==> src/rtl/execute_pkg.sv <==
// Shared types and default sizes for the execute stage and its multiplier.
package execute_pkg;

    localparam int DEFAULT_WIDTH      = 8;
    localparam int DEFAULT_ADDR_WIDTH = 2;
    localparam int SHAMT_WIDTH        = 3;

    typedef enum logic [2:0] {
        OP_ADD = 3'd0,
        OP_SUB = 3'd1,
        OP_AND = 3'd2,
        OP_OR  = 3'd3,
        OP_XOR = 3'd4,
        OP_SHL = 3'd5,
        OP_SHR = 3'd6,
        OP_MUL = 3'd7
    } opcode_t;

    typedef enum logic {
        IDLE = 1'b0,
        MULT = 1'b1
    } state_t;

endpackage

==> src/rtl/shift_add_multiplier.sv <==
// Iterative shift-add multiplier: one partial product per cycle, WIDTH cycles per start.
module shift_add_multiplier
    import execute_pkg::*;
#(
    parameter int WIDTH = DEFAULT_WIDTH
) (
    input  logic               clk,
    input  logic               reset,
    input  logic               start,
    input  logic [WIDTH-1:0]   a,
    input  logic [WIDTH-1:0]   b,
    output logic               done,
    output logic [2*WIDTH-1:0] product
);

    logic [2*WIDTH-1:0] r_mcand;
    logic [WIDTH-1:0]   r_mplier;
    logic [2*WIDTH-1:0] r_acc;
    logic [WIDTH-1:0]   r_count;
    logic               r_busy;

    logic [2*WIDTH-1:0] w_partial;
    logic [2*WIDTH-1:0] w_acc_next;
    logic               w_last;

    assign w_partial  = r_mplier[0] ? r_mcand : '0;
    assign w_acc_next = r_acc + w_partial;
    assign w_last     = (r_count == WIDTH'(WIDTH - 1));

    always_ff @(posedge clk) begin
        if (reset) begin
            r_mcand  <= '0;
            r_mplier <= '0;
            r_acc    <= '0;
            r_count  <= '0;
            r_busy   <= 1'b0;
        end else if (start) begin
            r_mcand  <= {{WIDTH{1'b0}}, a};
            r_mplier <= b;
            r_acc    <= '0;
            r_count  <= '0;
            r_busy   <= 1'b1;
        end else if (r_busy) begin
            r_acc    <= w_acc_next;
            r_mcand  <= r_mcand << 1;
            r_mplier <= r_mplier >> 1;
            r_count  <= w_last ? '0 : r_count + WIDTH'(1);
            r_busy   <= !w_last;
        end
    end

    // The final partial product is added combinationally so the caller can
    // capture the full product on the same edge that ends the last iteration.
    assign done    = r_busy && w_last;
    assign product = w_acc_next;

endmodule

==> src/rtl/execute_unit.sv <==
// Execute stage: single-cycle ALU plus optional iterative multiply (EXECUTE_MUL_EN),
// driving a one-cycle register-file writeback pulse and carry/zero flags.
module execute_unit
    import execute_pkg::*;
#(
    parameter int WIDTH      = DEFAULT_WIDTH,
    parameter int ADDR_WIDTH = DEFAULT_ADDR_WIDTH
) (
    input  logic                  clk,
    input  logic                  reset,
    input  logic                  issueValid,
    output logic                  issueReady,
    input  logic [2:0]            opcode,
    input  logic [WIDTH-1:0]      aOperand,
    input  logic [WIDTH-1:0]      bOperand,
    input  logic [ADDR_WIDTH-1:0] destAddress,
    output logic [WIDTH-1:0]      result,
    output logic [ADDR_WIDTH-1:0] writeAddress,
    output logic                  writeEnable,
    output logic                  carry,
    output logic                  zero
);

    opcode_t                w_op;
    logic                   w_accept;
    logic                   w_alu_wb;
    logic [WIDTH:0]         w_sum;
    logic [WIDTH:0]         w_diff;
    logic [SHAMT_WIDTH-1:0] w_shamt;
    logic [2*WIDTH-1:0]     w_shl_ext;
    logic [2*WIDTH-1:0]     w_shr_ext;
    logic [WIDTH-1:0]       w_alu_result;
    logic                   w_alu_carry;

    logic                   w_mul_done;
    logic [2*WIDTH-1:0]     w_mul_product;
    logic [ADDR_WIDTH-1:0]  w_mul_dest;

    logic [WIDTH-1:0]       r_result;
    logic [ADDR_WIDTH-1:0]  r_write_address;
    logic                   r_write_enable;
    logic                   r_carry;
    logic                   r_zero;

    assign w_op     = opcode_t'(opcode);
    assign w_accept = issueValid && issueReady;
    assign w_alu_wb = w_accept && (w_op != OP_MUL);

    // Widened shifts leave the last bit shifted out sitting just past the result.
    assign w_sum     = {1'b0, aOperand} + {1'b0, bOperand};
    assign w_diff    = {1'b0, aOperand} - {1'b0, bOperand};
    assign w_shamt   = bOperand[SHAMT_WIDTH-1:0];
    assign w_shl_ext = {{WIDTH{1'b0}}, aOperand} << w_shamt;
    assign w_shr_ext = {aOperand, {WIDTH{1'b0}}} >> w_shamt;

    always_comb begin
        w_alu_result = '0;
        w_alu_carry  = 1'b0;
        case (w_op)
            OP_ADD: begin
                w_alu_result = w_sum[WIDTH-1:0];
                w_alu_carry  = w_sum[WIDTH];
            end
            OP_SUB: begin
                w_alu_result = w_diff[WIDTH-1:0];
                w_alu_carry  = w_diff[WIDTH];
            end
            OP_AND: w_alu_result = aOperand & bOperand;
            OP_OR:  w_alu_result = aOperand | bOperand;
            OP_XOR: w_alu_result = aOperand ^ bOperand;
            OP_SHL: begin
                w_alu_result = w_shl_ext[WIDTH-1:0];
                w_alu_carry  = w_shl_ext[WIDTH];
            end
            OP_SHR: begin
                w_alu_result = w_shr_ext[2*WIDTH-1:WIDTH];
                w_alu_carry  = w_shr_ext[WIDTH-1];
            end
            default: begin
                w_alu_result = '0;
                w_alu_carry  = 1'b0;
            end
        endcase
    end

`ifdef EXECUTE_MUL_EN
    state_t                r_state;
    state_t                w_state_next;
    logic                  w_mul_start;
    logic [ADDR_WIDTH-1:0] r_mul_dest;

    assign w_mul_start = w_accept && (w_op == OP_MUL);
    assign issueReady  = !reset && (r_state == IDLE);

    always_ff @(posedge clk) begin
        if (reset) begin
            r_state    <= IDLE;
            r_mul_dest <= '0;
        end else begin
            r_state <= w_state_next;
            if (w_mul_start) begin
                r_mul_dest <= destAddress;
            end
        end
    end

    always_comb begin
        w_state_next = r_state;
        case (r_state)
            IDLE:    if (w_mul_start) w_state_next = MULT;
            MULT:    if (w_mul_done)  w_state_next = IDLE;
            default: w_state_next = IDLE;
        endcase
    end

    shift_add_multiplier #(
        .WIDTH (WIDTH)
    ) u_multiplier (
        .clk     (clk),
        .reset   (reset),
        .start   (w_mul_start),
        .a       (aOperand),
        .b       (bOperand),
        .done    (w_mul_done),
        .product (w_mul_product)
    );

    assign w_mul_dest = r_mul_dest;
`else
    // Opcode 7 is swallowed without a writeback, so the unit never stalls.
    assign issueReady    = !reset;
    assign w_mul_done    = 1'b0;
    assign w_mul_product = '0;
    assign w_mul_dest    = '0;
`endif

    always_ff @(posedge clk) begin
        if (reset) begin
            r_result        <= '0;
            r_write_address <= '0;
            r_write_enable  <= 1'b0;
            r_carry         <= 1'b0;
            r_zero          <= 1'b0;
        end else begin
            r_write_enable <= 1'b0;
            if (w_alu_wb) begin
                r_result        <= w_alu_result;
                r_write_address <= destAddress;
                r_write_enable  <= 1'b1;
                r_carry         <= w_alu_carry;
                r_zero          <= (w_alu_result == '0);
            end else if (w_mul_done) begin
                r_result        <= w_mul_product[WIDTH-1:0];
                r_write_address <= w_mul_dest;
                r_write_enable  <= 1'b1;
                r_carry         <= |w_mul_product[2*WIDTH-1:WIDTH];
                r_zero          <= (w_mul_product[WIDTH-1:0] == '0);
            end
        end
    end

    assign result       = r_result;
    assign writeAddress = r_write_address;
    assign writeEnable  = r_write_enable;
    assign carry        = r_carry;
    assign zero         = r_zero;

endmodule
==> config.mk <==
export PLATFORM = sky130hd
export DESIGN_NAME = execute_unit
export DESIGN_NICKNAME = d
export VERILOG_FILES = /design/src/rtl/execute_pkg.sv /design/src/rtl/shift_add_multiplier.sv /design/src/rtl/execute_unit.sv
export SDC_FILE = /design/constraint.sdc
export NUM_CORES = 1
export LEC_CHECK = 0
export BUFFER_PORTS_ARGS = -buffer_cell sky130_fd_sc_hd__buf_2
export CELL_PAD_IN_SITES_DETAIL_PLACEMENT = 1
export CELL_PAD_IN_SITES_GLOBAL_PLACEMENT = 2
export CORE_MARGIN = 2
export CORE_UTILIZATION = 30
export DETAILED_ROUTE_END_ITERATION = 16
export PLACE_DENSITY = 0.82
export SLEW_MARGIN = 5
export SYNTH_ARGS = -nofsm -noshare
export SYNTH_HDL_FRONTEND = slang
export SYNTH_HIERARCHICAL = 1
export SYNTH_SLANG_ARGS = --single-unit
==> constraint.sdc <==
create_clock -name clk -period 2.4 [get_ports clk]
set_clock_uncertainty 0.15 [all_clocks]
set_input_delay 0.24 -clock clk [delete_from_list [all_inputs] [get_ports clk]]
set_output_delay 0.24 -clock clk [all_outputs]
set_load 0.05 [all_outputs]
After elaboration in Yosys (flattened, before gate mapping)
Cells that the tools add are included.
Cells by class
  shift operators: 2
  $add $sub $neg: 2
  equal/unequal tests: 7
  bitwise operators: 3
  reductions and logical operators: 5
  muxes and demuxes: 3
Operators by type and width (count)
  8-bit case mux with 7 select lines: 1
  16-bit by 3-bit >> shifter with 16-bit output: 1
  8-bit by 8-bit adder with 9-bit output: 1
  3-bit == test (second input constant): 3
  8-bit by 3-bit << shifter with 9-bit output: 1
  8-bit by 8-bit subtractor with 9-bit output: 1
  8-bit bitwise AND: 1
  8-bit zero test: 1
  8-bit bitwise OR: 1
  8-bit bitwise XOR: 1
  3-bit by 2-bit == test with 1-bit output (second input constant): 2
  1-bit case mux with 4 select lines: 1
  3-bit by 1-bit == test with 1-bit output (second input constant): 1
  3-bit zero test: 1
  3-bit != test (second input constant): 1
  1-bit logical AND: 2
  1-bit zero test: 1
  1-bit 2-to-1 mux: 1
Storage, ports and cells
  word-level logic and storage cells: 27
  flip-flop bits (word level): 13
  bits of input ports: 24
  output and inout bits: 14

Longest topological paths before layout
  depth after elaboration: 4
  depth in mapped cells: 11
  gate-level depth less buffers: 10

Worst setup path before layout
Ideal clock, no wire load.
  path type: input-to-reg
  start: in bOperand[1]
  end: reg r_zero (netlist: zero)
  required time: 2162 ps
  cell stages on the path: 11
  arrival time: 2287 ps
  path slack: -126 ps
  library setup time: 88 ps
  path buffers: 2
  cells stage by stage: buf_2 buf_2 inv_1 ha_1 o21ba_2 o221ai_2 nor2_1 a221o_1 a21oi_2 nand4_1 o32ai_2
On the way
  cells in the longest elaborated chain, start to end: 3
  elaborated cells on any way between the ends: 9
  classes of those cells: add/sub (2); shift (2); mux (1); bitwise (3); reduce/logical (1)
RTL lines
  from (decl): line execute_unit.sv:15  | input logic [WIDTH-1:0] bOperand,
  8-bit by 8-bit subtractor with 9-bit output (tied with other cells): line execute_unit.sv:51  | assign w_diff = {1'b0, aOperand} - {1'b0, bOperand};
  8-bit case mux with 7 select lines *: line execute_unit.sv:59  | case (w_op)
  8-bit zero test *: line execute_unit.sv:151  | r_zero <= (w_alu_result == '0);
  to (signal assigned): line execute_unit.sv:151
  to (signal assigned): line execute_unit.sv:157  | r_zero <= (w_mul_product[WIDTH-1:0] == '0);
  to (decl): line execute_unit.sv:43  | logic r_zero;
Mark *: on every way between the ends. The rest lies on a longest branch, timed or not.
A chain may end at the register's enable or synchronous reset.

Worst setup path after layout
  start: in aOperand[1]
  end: reg r_zero (netlist: zero)
On the way
  cells in the longest elaborated chain, start to end: 3
  elaborated cells on any way between the ends: 9
  classes of those cells: add/sub (2); shift (2); mux (1); bitwise (3); reduce/logical (1)
RTL lines
  from (decl): line execute_unit.sv:14  | input logic [WIDTH-1:0] aOperand,
  8-bit by 8-bit subtractor with 9-bit output (tied with other cells): line execute_unit.sv:51
  8-bit case mux with 7 select lines *: line execute_unit.sv:59
  8-bit zero test *: line execute_unit.sv:151
Marks and branches as above.

==> metrics.json <==
{
  "cts.sink_count": 13,
  "vdd_ir_drop_max_mv": 0.1424,
  "cpPeakStageDelay_ns": 0.39,
  "finish.net_count": 395,
  "worst-slew-pin-transition_ns": 0.5088,
  "layout-area-overhead-vs-synth_pct": 33.72,
  "ys_dominant_reg_cell": "sky130_fd_sc_hd__dfxtp_1",
  "root_cell_of_the_clock_tree": "sky130_fd_sc_hd__clkbuf_8",
  "dpl_worst_slack_ns": -0.3243,
  "cp_data_arrival_time_ns": 2.32,
  "cts_htree_levels": 1,
  "grt_antenna_before_repair": 0,
  "min_from": "destAddress[0]",
  "insertion_delay_ns": 0.24,
  "post_route_cells_drive_above_1_share_pct": 35.57,
  "stdcell_count": 442,
  "initial_utilization_pct": 30.42,
  "grt-ovfl-total": 0,
  "postSynth.asyncResetShare_pct": 0,
  "diodes": 0,
  "via_count_of_the_first_global_routing_pass": 2503,
  "fp.dieArea_um2": 7933,
  "max_cap_violations": 0,
  "timing.final.hold_violations": 0,
  "ys.warnings.count": 6,
  "cts.path.max_buffers": 2,
  "worstPathCellList": "buf_2, inv_1, buf_4, ha_1, a21oi_2, buf_4, o2111ai_1, a221o_1, a21oi_2, nand4_1, o32ai_2",
  "syn-num-nets": 318,
  "r2r_start": "result[7]",
  "placed_area_um2": 2780,
  "finalWeightedCongestion": 0.8333,
  "vias_per_cell": 5.439,
  "first_pass_iters": 4,
  "worstPathRequired_ns": 2.41,
  "worst_hold_slack_ns": 0.08408,
  "post_detailed_placement_half_perimeter_wirelength_mm": 6.445,
  "io_pins": 38,
  "power_per_cell_area_nw_per_um2": 361.8,
  "critPathTopFamily": "compound AO/OA/AOI/OAI gates",
  "max_slew_margin_pct": 66.08,
  "routed_wl_mm": 7.842,
  "worstPathBufferInverterCount": 4,
  "post_synth_inst_count": 267,
  "wire_length_of_the_first_global_routing_pass_mm": 12.69,
  "clkSlewWorstSetupHoldPaths_ns": 0.05,
  "total_leakage_power_uw": 0.001332,
  "cts_tree": "built",
  "die-height_um": 89.07,
  "run_status": "finished, final reports clean",
  "synth_top_area_share_pct": 14.41,
  "drc_errors": 0,
  "wl_per_cell_um": 17.74,
  "setup_viol": 0,
  "synth_sequential_area_ratio_pct": 11.99,
  "numPortBuffers": 37,
  "detail-route-antenna-nets": 0,
  "synth_enable_flop_cells": 0,
  "worstHoldPathCells": 3,
  "period_minus_slack_ns": 2.309,
  "most-common-layout-cells": "sky130_fd_sc_hd__buf_4, sky130_fd_sc_hd__buf_2, sky130_fd_sc_hd__inv_1, sky130_fd_sc_hd__nand2_1",
  "critical_path_depth": 11,
  "route.vias.total": 2404,
  "drt-initial-drc-count": 195,
  "cts_inserted_buffers": 3,
  "critPathKind": "in -> reg",
  "netlist.top_cell.by_area": "sky130_fd_sc_hd__ha_1",
  "worst_setup_path_start_kind": "primary input",
  "stdcell_area_um2": 2903,
  "core-area_um2": 7137,
  "post_synth_main_area_contributors": "sky130_fd_sc_hd__ha_1, sky130_fd_sc_hd__dfxtp_1, sky130_fd_sc_hd__mux4_2, sky130_fd_sc_hd__inv_1, sky130_fd_sc_hd__nand2_1",
  "num_rows": 31,
  "grt_start_max_net_pins": 23,
  "grt_util_all_layers_pct": 20.70,
  "r2r_cells": 2,
  "avgSynthCellArea_um2": 8.130,
  "highest_net_fanout_along_the_worst_path": 3,
  "critPathSlowestCell": "sky130_fd_sc_hd__a221o_1",
  "final.setup.tns_ns": 0,
  "timing.final.max_slew_violations": 0,
  "critPathLaunch": "aOperand[1]",
  "number_of_storage_elements_in_the_synthesis_netlist": 13,
  "floorplan.die.width_um": 89.07,
  "post-place-cells": 438,
  "min-delay-path-class": "in -> reg",
  "fin_ws_ns": 0.09096,
  "mostFrequentLayoutCell": "sky130_fd_sc_hd__buf_4",
  "synth.cell_area_um2": 2171,
  "post_synth_num_cell_types": 57,
  "layout_worst_path_cycle_share_pct": 96.21,
  "cp_capture_type": "flop",
  "max_freq_mhz": 433.1
}
==> state kept, by name (all words and copies together) (netlist names) <==
signal        count
result            8
writeEnable       1
zero              1
writeAddress      2
carry             1
==> worst register-to-register path, stage by stage, from the launching register on <==
cell and delay [ns]:
sky130_fd_sc_hd__dfxtp_1 0.31, sky130_fd_sc_hd__o21ai_0 0.14, sky130_fd_sc_hd__o21ba_2 0.17
==> worst paths after layout <==
| kind | slack (ns) | to |
|---|---|---|
| setup / recovery | 0.09 | zero |
| hold reg to reg | 0.31 | writeAddress[0] |
| hold / removal | 0.08 | writeAddress[0] |
| setup reg to reg | 1.53 | result[7] |
==> where the power goes <==
group	switching, uW	total (uW)	internal [uW]
sequential	7.16	240	233
clock	76.2	193	117
combinational	356	617	261
==> final cells by class <==
class / count / area [um^2]
Clock buffer: 4 / 45.04
Sequential cell: 13 / 260.3
Fill cell: 907 / 4234
Inverter: 25 / 93.84
Timing Repair Buffer: 89 / 575.6
Multi-Input combinational cell: 212 / 1804
Tap cell: 99 / 123.9
==> cell families after synthesis <==
| family | after synthesis | synth area share (%) |
|---|---|---|
| buffers and inverters | 42 | 8.472 |
| and+or+nand+nor | 84 | 19.02 |
| AOI/OAI and AO/OA | 81 | 29.34 |
| muxes | 18 | 14.12 |
| adders and majority gates | 27 | 16.25 |
| xor gates and xnor gates | 2 | 0.8071 |
| DFF | 13 | 11.99 |
==> per-layer routing <==
metal	part of all wire [%]	track usage [%]	vias up
met2	47	35.41	91
met3	4.9	1.477	22
met5	0	0	-
met4	3.0	7.327	0
met1	45	27.48	1129
li1	-	-	1162
==> cell usage after synthesis (3+ instances only) <==
master / number
sky130_fd_sc_hd__o32ai_1: 4
sky130_fd_sc_hd__o2111ai_1: 5
sky130_fd_sc_hd__dfxtp_1: 13
sky130_fd_sc_hd__a22oi_1: 6
sky130_fd_sc_hd__o211ai_1: 3
sky130_fd_sc_hd__mux2i_1: 7
sky130_fd_sc_hd__nand4_1: 3
sky130_fd_sc_hd__mux4_2: 6
sky130_fd_sc_hd__clkbuf_1: 6
sky130_fd_sc_hd__inv_1: 25
sky130_fd_sc_hd__or3_1: 4
sky130_fd_sc_hd__buf_2: 9
sky130_fd_sc_hd__nand2b_1: 3
sky130_fd_sc_hd__ha_1: 25
sky130_fd_sc_hd__nand2_1: 25
sky130_fd_sc_hd__mux4_1: 3
sky130_fd_sc_hd__a22o_1: 3
sky130_fd_sc_hd__o21bai_1: 4
sky130_fd_sc_hd__a221oi_1: 4
sky130_fd_sc_hd__a211oi_1: 4
sky130_fd_sc_hd__a21oi_1: 12
sky130_fd_sc_hd__a221o_1: 3
sky130_fd_sc_hd__nor2_1: 23
sky130_fd_sc_hd__nor2b_1: 4
sky130_fd_sc_hd__nand3_1: 5
sky130_fd_sc_hd__o221ai_1: 3
sky130_fd_sc_hd__nor3_1: 8
sky130_fd_sc_hd__o21ai_0: 6
==> per-stage QoR <==
| stage | power [uW] | util [%] |
|---|---|---|
| finish | 1050 | 40.67 |
| global route | 1122 | 40.67 |
| CTS | 1034 | 39.73 |
| detailed placement | 832.4 | 38.96 |
| global placement | 818.3 | 38.96 |
| floorplan | 599.9 | - |
==> what timing repair did <==
action / in CTS / in global routing
pin swaps: 1 / 7
hold buffers: 0 / 0
gates cloned: 0 / 0
setup endpoints to repair: 2 / 4
gates resized for setup: 3 / 12
setup buffers: 0 / 0
(Power assumes the default switching activity.)
